File: src/rtl/traffic_pkg.sv
// Shared traffic-controller types: lane count width, lane ordering and count type.
// Used by the occupancy counter and by the arbitration and night-time stages.
package traffic_pkg;

    localparam int unsigned LANES   = 8;
    localparam int unsigned COUNT_W = 8;

    typedef logic [COUNT_W-1:0] lane_count_t;

    typedef enum logic [2:0] {
        LANE_N1,
        LANE_N2,
        LANE_E1,
        LANE_E2,
        LANE_S1,
        LANE_S2,
        LANE_W1,
        LANE_W2
    } lane_idx_t;

endpackage

File: src/rtl/lane_counter_cell.sv
// One lane: optional arrival synchronizer (ARRIVAL_SYNC_EN), rising-edge detect,
// green departure timer and saturating up/down car count with sat flag.
module lane_counter_cell
    import traffic_pkg::*;
#(
    parameter int unsigned DEPART_DIV = 4
) (
    input  logic        clk,
    input  logic        rst_n,
    input  logic        clr,
    input  logic        arrive,
    input  logic        green,
    output lane_count_t count,
    output logic        sat
);

    localparam logic [7:0] TIMER_LAST = 8'(DEPART_DIV - 1);

    logic        sampled;
    logic        prev_q;
    logic [1:0]  arm_q;
    logic        armed;
    logic        inc;
    logic        dec;
    logic [7:0]  timer_q;
    lane_count_t count_d;

`ifdef ARRIVAL_SYNC_EN
    // Edge detection stays disarmed until the synchronizer output reflects the pin.
    localparam logic [1:0] ARM_EDGES = 2'd3;
    logic [1:0] sync_q;

    always_ff @(posedge clk or negedge rst_n) begin
        if (!rst_n) sync_q <= '0;
        else        sync_q <= {sync_q[0], arrive};
    end

    assign sampled = sync_q[1];
`else
    localparam logic [1:0] ARM_EDGES = 2'd1;
    assign sampled = arrive;
`endif

    // A level already high when reset releases must not look like a new car.
    assign armed = (arm_q == ARM_EDGES);
    assign inc   = armed & sampled & ~prev_q;
    assign dec   = green & (timer_q == TIMER_LAST);

    always_ff @(posedge clk or negedge rst_n) begin
        if (!rst_n) begin
            prev_q <= 1'b0;
            arm_q  <= '0;
        end else begin
            prev_q <= sampled;
            if (!armed) arm_q <= arm_q + 2'd1;
        end
    end

    always_ff @(posedge clk or negedge rst_n) begin
        if (!rst_n)               timer_q <= '0;
        else if (clr || !green)   timer_q <= '0;
        else if (dec)             timer_q <= '0;
        else                      timer_q <= timer_q + 8'd1;
    end

    always_comb begin
        count_d = count;
        if (inc && !dec && count != '1)      count_d = count + 1'b1;
        else if (dec && !inc && count != '0) count_d = count - 1'b1;
        if (clr)                             count_d = '0;
    end

    always_ff @(posedge clk or negedge rst_n) begin
        if (!rst_n) begin
            count <= '0;
            sat   <= 1'b0;
        end else begin
            count <= count_d;
            sat   <= (count_d == '1);
        end
    end

endmodule

File: src/rtl/lane_car_counter.sv
// Per-lane vehicle occupancy counter feeding day-time arbitration.
// Build option: define ARRIVAL_SYNC_EN to synchronize the arrive sensors.
module lane_car_counter
    import traffic_pkg::*;
#(
    parameter int unsigned DEPART_DIV = 4
) (
    input  logic                     clk,
    input  logic                     rst_n,
    input  logic                     clr,
    input  logic [LANES-1:0]         arrive,
    input  logic [LANES-1:0]         green,
    output logic [LANES*COUNT_W-1:0] lane,
    output logic [LANES-1:0]         sat
);

    for (genvar i = 0; i < LANES; i++) begin : g_lane
        lane_counter_cell #(
            .DEPART_DIV(DEPART_DIV)
        ) u_cell (
            .clk   (clk),
            .rst_n (rst_n),
            .clr   (clr),
            .arrive(arrive[i]),
            .green (green[i]),
            .count (lane[i*COUNT_W +: COUNT_W]),
            .sat   (sat[i])
        );
    end

endmodule

File: config.mk
export PLATFORM = sky130hd
export DESIGN_NAME = lane_car_counter
export DESIGN_NICKNAME = d
export VERILOG_FILES = /design/src/rtl/traffic_pkg.sv /design/src/rtl/lane_counter_cell.sv /design/src/rtl/lane_car_counter.sv
export SDC_FILE = /design/constraint.sdc
export NUM_CORES = 1
export LEC_CHECK = 0
export CORE_MARGIN = 3
export CORE_UTILIZATION = 42
export DETAILED_ROUTE_END_ITERATION = 8
export DONT_BUFFER_PORTS = 1
export PLACE_DENSITY_LB_ADDON = 0.12
export SYNTH_ARGS = -nofsm -noshare
export SYNTH_HDL_FRONTEND = slang
export SYNTH_SLANG_ARGS = --single-unit
File: constraint.sdc
create_clock -name clk -period 3.1 [get_ports clk]
set_input_delay 0.62 -clock clk [delete_from_list [all_inputs] [get_ports clk]]
set_output_delay 0.62 -clock clk [all_outputs]
set_load 0.005 [all_outputs]
# Yosys cells after proc, flatten, opt, wreduce, memory -nomap -nowiden
# Cells that the tools add are included.
[classes] addsub=32 eq_ne=32 mux=40 bitwise_logic=32 reduce_logical=72
[ops] op="8-bit two-way mux" count=40
[ops] op="8-bit by 1-bit adder with 8-bit output, second input constant" count=16
[ops] op="8-bit by 2-bit == test with 1-bit output, second input constant" count=8
[ops] op="8-bit == test, second input constant" count=8
[ops] op="8-bit != test, second input constant" count=8
[ops] op="8-bit nonzero test" count=8
[ops] op="8-bit by 1-bit subtractor with 8-bit output, second input constant" count=8
[ops] op="1-bit logical AND" count=32
[ops] op="1-bit bitwise AND" count=24
[ops] op="1-bit zero test" count=24
[ops] op="2-bit by 1-bit adder with 2-bit output, second input constant" count=8
[ops] op="2-bit by 1-bit == test with 1-bit output, second input constant" count=8
[ops] op="1-bit logical OR" count=8
[ops] op="1-bit inverter" count=8
[word_totals] reg_bits=160 out_inout_bits=72 wordCells=248

# Logic depth before layout (Yosys ltp)
# Gate-level depths: netlist (run 1).
[depth] ltp_word=10 depth_mapped=10 ltp_nobuf=9

# By module
# A second synthesis (run 1) with hierarchy kept.
[unflattened] hier_cells=1016 hier_area_um2=10279.9
[by_module_without_submodules] mod="lane_counter_cell" n_inst=8 cells_each=127 area_each_um2=1285.0 seq_area_each_um2=500.5

# Worst setup path before layout (run 1)
# Ideal clock, no wire load.
[synth_timing] kind="register to register" from="register g_lane[2].u_cell.count[3]" to="register g_lane[2].u_cell.sat" t_arrival_ns=2.545 path_slack_ns=0.487 path_stages_with_launch=8 n_path_buf=0 synth_period_minus_slack_ns=2.613 cell_sequence="dfrtp_1 > or4_4 > nor4b_4 > nor2_2 > mux2_4 > or4_1 > nor4b_1 > and4_1"
[synth_between] elab_chain_len=6 elab_cells_between_ends=10 classes_between="add/sub (2); eq/ne (2); mux (3); reduce/logical (3)"
[synth_rtl] item="start: declaration" line_no="lane_counter_cell.sv:13" rtl="output lane_count_t count,"
[synth_rtl] item="start signal: assignment" line_no="lane_counter_cell.sv:78" rtl="count <= count_d;"
[synth_rtl] item="parallel branches: the longest is 3 deep, another holds 8-bit by 1-bit subtractor with 8-bit output"
[synth_rtl] item="8-bit two-way mux *" line_no="lane_counter_cell.sv:68" rtl="if (inc && !dec && count != '1) count_d = count + 1'b1;"
[synth_rtl] item="8-bit two-way mux *" line_no="lane_counter_cell.sv:70" rtl="if (clr) count_d = '0;"
[synth_rtl] item="8-bit == test *" line_no="lane_counter_cell.sv:79" rtl="sat <= (count_d == '1);"
[synth_rtl] item="end signal: assignment" line_no="lane_counter_cell.sv:79"
[synth_rtl] item="end: declaration" line_no="lane_counter_cell.sv:14" rtl="output logic sat"
# Every way passes the cells marked *.
# A chain may end at the register's enable or synchronous reset.

# Worst setup path after layout (run 1)
[layout_timing] from="register g_lane[2].u_cell.count[4]" to="register g_lane[2].u_cell.sat"
# The elaborated chain is that of the path after synthesis.

==> run_results.csv, run 1 <==
group,metric,value,unit
timing,skew,0.0101,ns
worst_setup_path,slowest_stage,"or4_4",
synthesis,synth_warnings,0,
layout,fin_util,48.0,%
worst_setup_path,path_cells,"or4_4 -> nor4b_4 -> nor2_2 -> mux2_4 -> or4_1 -> nor4b_1 -> and4_1",
synthesis,synth_top_family_by_area,"simple AND/OR/NAND/NOR gates",
cts,cts_tree,"built",
timing,fin_tns_setup,0,ns
run,max_cap_violations,0,
outcome,failed_checks,"hold timing",
synthesis,muxShareOfSynthArea,1.60,%
cts,clk_pin_slew,0.06,ns
layout,diodes,0,
timing,relSlewSlack,57.4,%
cts,clkSinkCount,160,
cts,cts_buffers,17,
timing,hold_ws,-0.0943,ns
grt,grt_pass1_vias,6452,
power,p_leak,4.15,nW
grt,grt_use_total,17.2,%
synthesis,ys_seq_area_share,45.0,%
worst_setup_path,crit_buf_inv,0,
cts,htree_num_levels,4,
timing,worst_pin_slew,0.623,ns
synthesis,synth_flop_cell,"dfrtp_1",
synthesis,synth.distinct_cells,63,
power,vdd_drop_max,389,uV
route,drt_pre_antenna_iters,4,
worst_setup_path,cp-start-kind,"flop",
die,die_w,152,um
route,drcViolationCount,0,
synthesis,synthAdderAreaFrac,5.63,%
grt,antenna_found_initial,0,
cts,clock_latency,0.41,ns
cts,cts-root-buf,"clkbuf_16",
synthesis,synth_cells,935,
synthesis,avgSynthCellArea,9.51,um^2
synthesis,synth_compound_area_share,8.06,%
synthesis,synth_edf_count,0,
grt,grt_start_max_net_pins,161,
synthesis,ys_ff_latch,160,
worst_setup_path,required,3.45,ns
worst_setup_path,worstSetupPathType,"flop to flop",
layout,final_nets,1002,
grt,overflow,0,
power,p_per_area,459,nW/um^2
route,postRouteAntennaNets,0,
timing,report.final.slew_viol_count,0,
die,rows,52,
timing,min_period,2.75,ns
route,wl_per_cell,15.5,um
worst_setup_path,crit_family,"simple AND/OR/NAND/NOR gates",
place,port_buffers,0,
grt,grt_pass1_wl,32100,um
timing,fin_crit_sh,88.6,%
synthesis,syn-num-nets,994,
route,drt-total-wl,19000,um
place,place.gp.congestion,0.826,
timing,rsz0062_at_grt,"false",
layout,drive_gt1_share,7.33,%
outcome,status,"finished with violations",
synthesis,synth_xor_area_share,9.85,%
synthesis,syn-cell-area,8890,um^2
worst_setup_path,cp_max_fo,7,
layout,syn_to_final_growth,10.6,%
route,first_iter_violations,425,
synthesis,synthArstFlopShare,100,%
worst_setup_path,cp-end-kind,"flop",
route,routed_via_density,5.45,
die,start_util,43.4,%
timing,hold_violations,149,
die,ios,91,
die,core_area,20500,um^2
synthesis,yosys.area_share.simple,26.3,%
die,dieHeight,152,um
timing,setup_viol,0,
cts,post_cts.repair.setup_buffers,0,
place,hpwlAfterDp,12900,um
timing,max_freq,0.364,GHz
cts,clockBufferDepth,2,
route,vias,6678,
worst_setup_path,max_stage_delay,0.54,ns
worst_setup_path,critPathArrivalTime,3.10,ns
die,die_area,23000,um^2
worst_hold_path,hold_path.class,"input port to asynchronous set/reset pin",
-- routing by layer --
| metal | track usage, % | vias to the layer above | share of wire [%] |
|---|---|---|---|
| met3 | 5.15 | 8 | 5.4 |
| met4 | 4.09 | 0 | 0.78 |
| met2 | 27.3 | 90 | 46 |
| li1 | - | 3327 | - |
| met5 | 0 | - | 0 |
| met1 | 23.1 | 3253 | 48 |
-- report_power, final --
group	switching [W]	total (W)	internal (W)
Clock	0.000829	0.00209	0.00127
Sequential	0.0000494	0.00217	0.00212
Combinational	0.000139	0.000253	0.000113
-- cell type report --
cell class / count / area, um^2
Fill cell: 1969 / 10700
Multi-Input combinational cell: 700 / 4580
Sequential cell: 160 / 4000
Clock buffer: 22 / 484
Tap cell: 270 / 338
Timing Repair Buffer: 22 / 165
Inverter: 42 / 158
Clock inverter: 9 / 108
-- final timing paths --
check / from / end / slack, ns / depth (start not counted)
setup reg to reg: g_lane[2].u_cell.count[4] / g_lane[2].u_cell.sat / 0.35 / 7
min in group clk: arrive[6] / g_lane[6].u_cell.prev_q / 0.23 / 0
hold / removal: rst_n / g_lane[3].u_cell.count[4] / -0.09 / 0
setup / recovery: g_lane[2].u_cell.count[4] / g_lane[2].u_cell.sat / 0.35 / 7
hold reg to reg: g_lane[6].u_cell.timer_q[0] / g_lane[6].u_cell.timer_q[0] / 0.47 / 1
max in group asynchronous: rst_n / g_lane[4].u_cell.timer_q[0] / 2.79 / 0
-- sequential cells by signal, indices dropped and copies added, names as in the netlist --
signal / cells
g_lane.u_cell.timer_q: 64
g_lane.u_cell.sat: 8
g_lane.u_cell.arm_q: 16
g_lane.u_cell.prev_q: 8
g_lane.u_cell.count: 64
-- metrics by stage --
stage / instances / total power, W / hold slack (ns) / setup WS, ns / instance area, um^2
floorplan: 935 / 0.00241 / 0.324 / 0.487 / 8890
global placement: 1194 / 0.00246 / 0.330 / 0.332 / 9240
detailed placement: 1194 / 0.00246 / 0.331 / 0.272 / 9240
CTS: 1225 / 0.00459 / -0.120 / 0.258 / 9830
global route: 1225 / 0.00472 / -0.132 / 0.0697 / 9830
finish: 1225 / 0.00452 / -0.0943 / 0.354 / 9830
-- timing repair --
| action | in CTS | in global routing |
|---|---|---|
| setup endpoints to repair | 0 | 1 |
| hold endpoints to repair | 160 | 160 |
| gates resized for setup | 0 | 1 |
-- synthesized netlist by cell type (3+ instances only) --
master,number,area [um^2]
dfrtp_1,160,4000
nor2_1,157,589
xor2_1,57,499
nand3_1,56,280
xnor2_1,43,377
inv_1,42,158
ha_1,40,500
nand2_1,40,150
nor3_1,36,180
and3_1,26,163
nor4_1,25,156
clkbuf_1,24,90.1
nand3b_1,18,135
nor2b_1,16,100
nor4b_1,15,131
a21oi_1,13,65.1
a22oi_1,13,97.6
a31oi_1,13,81.3
nand4_1,13,81.3
a211oi_1,10,75.1
o21ai_0,10,50.1
buf_4,8,60.1
or4_1,8,60.1
a21o_1,6,45.0
mux2_2,6,67.6
mux2i_1,6,60.1
o22ai_1,6,37.5
and4_1,5,43.8
nor3b_1,5,37.5
nor4bb_1,5,50.1
or2_2,5,31.3
a41oi_1,4,35.0
o31ai_1,4,30.0
and2_1,3,18.8
-- cell usage in the layout, fill, tap and decap left out, types with 3 or more instances in the layout --
cell,synthesis,routed
or4_1,8,8
nor4bb_1,5,5
o31ai_1,4,4
xor2_1,57,57
o22ai_1,6,6
and2_1,3,3
clkinvlp_4,0,5
a21oi_1,13,13
nand3_1,56,56
a21o_1,6,6
or2_2,5,5
a41oi_1,4,4
dfrtp_1,160,160
nand3b_1,18,18
a31oi_1,13,13
xnor2_1,43,43
nor4_1,25,25
ha_1,40,40
clkbuf_16,0,17
inv_1,42,42
buf_4,8,22
and4_1,5,5
and3_1,26,26
nor2_1,157,157
nor3b_1,5,5
nand4_1,13,13
clkbuf_8,0,4
nor4b_1,15,14
mux2i_1,6,6
a22oi_1,13,13
mux2_2,6,6
nor3_1,36,36
nand2_1,40,40
o21ai_0,10,10
a211oi_1,10,10
nor2b_1,16,16
-- cells by family (layout without fill, tap and decap cells) --
logic type      count (synthesis)  count (layout)
simple gates                  446             446
flops                         160             160
compound gates                101             101
xor+xnor                      100             100
buf+inv                        75              95
fa+ha+maj                      40              40
mux                            13              13
Power figures use the tool's default switching activity.
==> run 2: changes to the inputs <==
Settings changed: CTS_BUF_LIST set to sky130_fd_sc_hd__clkbuf_16.
==> run 2 against run 1 <==
The run still ends with hold timing left. Utilization down 0.20 points. Flip-flop and latch count did not move. Non-clock buffer count unchanged. Sequential share of layout area grew 0.17 points. Routed wire length decreased by 0.11%. Sequential power about the same. Clock-buffer cell count fell by 5. Final cell count did not move. Critical endpoint is now g_lane[4].u_cell.sat. Largest power group unchanged.
==> run_results.csv, run 2 (same netlist as run 1, synthesis figures left out) <==
group,metric,value,unit
cts,clockBufferDepth,2,
grt,grt_start_max_net_pins,161,
timing,report.final.slew_viol_count,0,
die,core_area,20500,um^2
grt,antenna_found_initial,0,
layout,layout_common_cells,"dfrtp_1 (160), nor2_1 (157), xor2_1 (57)",
cts,clk_pin_slew,0.06,ns
cts,cts_buffers,17,
route,first_iter_violations,434,
die,rows,52,
timing,rsz0062_at_grt,"false",
outcome,failed_checks,"hold timing",
route,wl_per_cell,15.5,um
route,routed_via_density,5.44,
timing,setup_viol,0,
layout,fillers,1976,
route,drcViolationCount,0,
route,postRouteAntennaNets,0,
worst_setup_path,cp_max_fo,6,
power,vdd_drop_max,352,uV
timing,layout_setup_ws,0.360,ns
run,max_cap_violations,0,
cts,cts-root-buf,"clkbuf_16",
place,port_buffers,0,
timing,min_period,2.74,ns
layout,drive_gt1_share,6.91,%
layout,syn_to_final_growth,10.1,%
layout,fin_area,9790,um^2
cts,cts_tree,"built",
layout,reg_top3,"g_lane.u_cell.count x64, g_lane.u_cell.timer_q x64, g_lane.u_cell.arm_q x16",
timing,worst_pin_slew,0.616,ns
die,die_w,152,um
timing,skew,0.00820,ns
worst_setup_path,required,3.40,ns
worst_hold_path,hold_path.class,"input port to asynchronous set/reset pin",
cts,clock_latency,0.41,ns
timing,hold_violations,160,
worst_setup_path,critPathArrivalTime,3.04,ns
timing,relSlewSlack,57.9,%
worst_setup_path,cp-end-kind,"flop",
place,place.gp.congestion,0.826,
layout,final_common_cell,"dfrtp_1",
grt,grt_pass1_vias,6414,
cts,clkSinkCount,160,
worst_setup_path,worstSetupPathType,"flop to flop",
die,ios,91,
die,die_area,23000,um^2
layout,final_nets,1002,
place,post_dp_cell_area,9240,um^2
grt,grt_use_total,17.1,%
route,drt-total-wl,19000,um
die,start_util,43.4,%
route,vias,6666,
die,dieHeight,152,um
layout,diodes,0,
grt,overflow,0,
grt,grt_pass1_wl,31900,um
place,hpwlAfterDp,12900,um
cts,post_cts.repair.setup_buffers,0,
route,drt_pre_antenna_iters,4,
place,pre_cts_ws,0.272,ns
cts,htree_num_levels,4,
outcome,status,"finished with violations",
worst_setup_path,cp-start-kind,"flop",
timing,fin_crit_sh,88.4,%
power,p_per_area,451,nW/um^2
power,p_leak,4.13,nW
timing,fin_tns_setup,0,ns
timing,hold_ws,-0.0940,ns
timing,max_freq,0.365,GHz
-- run 2: cell count changes in the layout (fill, tap and decap cells not counted), sizes merged --
cell	before	now
clkbuf	22	17
inv	42	43
clkinv	2	6
-- run 2: final timing paths --
| path | start | endpoint | slack (ns) | cells past startpoint |
|---|---|---|---|---|
| worst max register to register | g_lane[4].u_cell.timer_q[0] | g_lane[4].u_cell.sat | 0.36 | 8 |
| worst min-delay path | rst_n | g_lane[3].u_cell.count[4] | -0.09 | 0 |
| worst min register to register | g_lane[6].u_cell.timer_q[0] | g_lane[6].u_cell.timer_q[0] | 0.47 | 1 |
| min in group clk | arrive[1] | g_lane[1].u_cell.prev_q | 0.23 | 0 |
| worst max-delay path | g_lane[4].u_cell.timer_q[0] | g_lane[4].u_cell.sat | 0.36 | 8 |
| max in group asynchronous | rst_n | g_lane[0].u_cell.sat | 2.81 | 0 |
-- run 2: where the power goes --
group	leakage (nW)	total (W)	internal [W]	switching [W]
clock network	0.258	0.00199	0.00116	0.000828
logic	1.72	0.000253	0.000113	0.000139
registers	2.16	0.00217	0.00212	0.0000492
total	4.13	0.00441	0.00340	0.00102
-- run 2: stage by stage --
stage	power, W	util, %	cells
CTS	0.00449	47.8	1225
global route	0.00462	47.8	1225
detailed placement	0.00246	45.1	1194
floorplan	0.00241	-	935
finish	0.00441	47.8	1225
global placement	0.00246	45.1	1194
-- run 2: timing repair --
action	4_1_cts	5_1_grt
hold endpoints to repair	160	160
gates resized for setup	0	1
endpoints found under the setup margin	0	1
-- run 2: area by class of cell --
cell class / instances / area, um^2 / share of cell area, %
flip-flops and latches: 160 / 4000 / 40.9
clock buffers: 17 / 425 / 4.34
multi-input cells: 700 / 4580 / 46.7
well taps: 270 / 338 / 3.45
repair buffers: 22 / 165 / 1.69
inverters: 42 / 158 / 1.61
clock inverters: 14 / 126 / 1.29
-- run 2: per-layer routing --
metal,vias up,track usage (%),wire length [um]
met5,-,0,0
met2,118,27.2,8760
met3,8,5.15,1170
li1,3325,-,-
met4,0,4.09,148
met1,3215,23.1,8930
-- run 2: worst max-delay path, stage by stage (launching register included) --
cell	delay [ns]
dfrtp_1	0.42
ha_1	0.27
nor4bb_1	0.44
a21oi_1	0.24
nor2b_1	0.25
a22oi_1	0.24
xor2_1	0.11
or4_1	0.47
nor4_1	0.18
==> run 3: changes to the inputs <==
Clock period 3.1 ns to 2.45 ns, I/O delays scaled along.
==> run 3 against run 2 <==
The flow finishes with violations (hold timing, setup timing). Largest power group unchanged. Global-route usage grew 0.67 points. Worst hold slack got worse by 0.15 ns. Clock-buffer cell count is the same. Critical endpoint is now g_lane[2].u_cell.sat. Power rose by 27%. Utilization is 5.1 points higher. Combinational power up 73%.
==> run_results.csv, run 3 (same netlist as run 1, synthesis figures left out) <==
group,metric,value,unit
layout,diodes,0,
timing,setup_viol,1,
grt,grt_use_total,17.8,%
route,vias,7036,
cts,clk_pin_slew,0.07,ns
route,drcViolationCount,0,
layout,instances_no_fill,1324,
cts,cts_buffers,17,
timing,layout_setup_ws,-0.0686,ns
power,p_sw_share,25.0,%
route,drt-total-wl,20300,um
timing,report.final.slew_viol_count,0,
cts,htree_num_levels,4,
timing,min_period,2.52,ns
worst_setup_path,required,2.81,ns
layout,reg_top3,"g_lane.u_cell.count x64, g_lane.u_cell.timer_q x64, g_lane.u_cell.arm_q x16",
route,wl_per_cell,15.3,um
power,p_switching,0.00141,W
worst_setup_path,cp_max_fo,2,
worst_setup_path,worstSetupPathType,"flop to flop",
timing,hold_ws,-0.242,ns
route,first_iter_violations,348,
timing,relSlewSlack,67.2,%
timing,max_freq,0.397,GHz
layout,fillers,1923,
die,core_area,20500,um^2
grt,grt_pass1_wl,33100,um
power,p_int,0.00420,W
layout,syn_to_final_growth,21.8,%
place,port_buffers,0,
grt,grt_start_max_net_pins,161,
timing,fin_crit_sh,103,%
outcome,status,"finished with violations",
worst_setup_path,cp-start-kind,"flop",
power,combPwrFrac,7.8,%
layout,drive_gt1_share,20.6,%
layout,multi_input_area,4890,um^2
timing,fin_tns_setup,-0.0686,ns
die,die_w,152,um
cts,cts_tree,"built",
die,start_util,43.4,%
power,p_per_area,518,nW/um^2
place,post_dp_cell_area,9980,um^2
cts,clkSinkCount,160,
power,p_leak,4.70,nW
layout,fin_area,10800,um^2
layout,layout_common_cells,"dfrtp_1 (160), nor2_1 (150), buf_4 (120)",
place,dp_cells,1291,
cts,cts-root-buf,"clkbuf_16",
timing,hold_violations,160,
power,seq_power_share,48.6,%
die,ios,91,
route,postRouteAntennaNets,0,
timing,rsz0062_at_grt,"true",
timing,worst_pin_slew,0.489,ns
timing,skew,0.00787,ns
layout,final_nets,1100,
power,vdd_drop_max,369,uV
place,place.gp.congestion,0.875,
layout,final_common_cell,"dfrtp_1",
grt,antenna_found_initial,0,
grt,overflow,0,
outcome,failed_checks,"hold timing, setup timing",
worst_setup_path,critPathArrivalTime,2.88,ns
grt,grt_pass1_vias,6804,
cts,clockBufferDepth,2,
die,rows,52,
worst_setup_path,crit_start,"g_lane[2].u_cell.count[3]",
die,dieHeight,152,um
layout,fin_util,52.8,%
worst_hold_path,hold_path.class,"input port to asynchronous set/reset pin",
worst_setup_path,cp-end-kind,"flop",
die,die_area,23000,um^2
run,max_cap_violations,0,
place,hpwlAfterDp,13900,um
cts,clock_latency,0.43,ns
power,power,0.00561,W
route,drt_pre_antenna_iters,4,
power,clkPwrFrac,43.6,%
layout,regArea,4000,um^2
worst_setup_path,worstReg2RegStart,"g_lane[2].u_cell.count[3]",
route,routed_via_density,5.31,
## run 3: changes by cell type in the layout (fill, tap and decap cells not counted), sizes merged
cell | before | now
inv | 43 | 49
buf | 22 | 120
bufinv | 2 | 0
clkinv | 6 | 5
clkinvlp | 5 | 3
## run 3: power groups by stage
stage | sequential, W | clock, W | combinational, W
final | 0.00273 | 0.00244 | 0.000438
after global placement | 0.00278 | 0 | 0.000409
after detailed placement | 0.00278 | 0 | 0.000408
after CTS | 0.00273 | 0.00253 | 0.000413
after floorplan | 0.00278 | 0 | 0.000275
after global routing | 0.00273 | 0.00263 | 0.000490
## run 3: repair_timing
| action | in CTS | in global routing |
|---|---|---|
| setup endpoints to repair | 4 | 10 |
| buffers inserted | 0 | 1 |
| hold endpoints to repair | 160 | 160 |
| resized for setup | 7 | 49 |
| gates cloned | 0 | 0 |
| pin swaps | 0 | 8 |
## run 3: layout make-up
cell class                 count  share of cell area, %
multi-input combinational    700                   45.2
timing repair buffer         120                   8.32
clock inverter                15                   1.03
tap                          270                   3.12
sequential                   160                   37.0
clock buffer                  17                   3.93
inverter                      42                   1.46
## run 3: stage by stage
| step | hold slack (ns) | setup slack [ns] |
|---|---|---|
| 6_report | -0.242 | -0.0686 |
| 5_1_grt | -0.273 | -0.170 |
| 4_1_cts | -0.266 | -0.0751 |
| 3_5_place_dp | 0.200 | -0.0966 |
| 3_3_place_gp | 0.199 | -0.0625 |
| 2_1_floorplan | 0.194 | -0.163 |
## run 3: metal layers
| layer | share of wire, % | track usage (%) | vias to the layer above |
|---|---|---|---|
| met1 | 47 | 24.2 | 3384 |
| met2 | 47 | 27.7 | 115 |
| met5 | 0 | 0 | - |
| met4 | 1.5 | 6.06 | 0 |
| li1 | - | - | 3516 |
| met3 | 4.6 | 4.61 | 21 |
## run 3: worst paths after layout
check                                              end  slack, ns  cells past startpoint
setup / recovery                  g_lane[2].u_cell.sat      -0.07                      7
hold reg to reg            g_lane[6].u_cell.timer_q[0]       0.46                      1
setup reg to reg                  g_lane[2].u_cell.sat      -0.07                      7
min in group clk               g_lane[5].u_cell.prev_q       0.09                      0
max in group asynchronous    g_lane[0].u_cell.count[4]       2.47                      0
hold / removal               g_lane[3].u_cell.count[2]      -0.24                      0
## run 3: worst max-delay path, cell delays in order (launching register included)
cell	delay, ns
dfrtp_1	0.38
or4_4	0.56
nor4b_4	0.26
nor2_2	0.07
mux2_4	0.27
or4_4	0.52
nor4b_2	0.20
and4_1	0.20
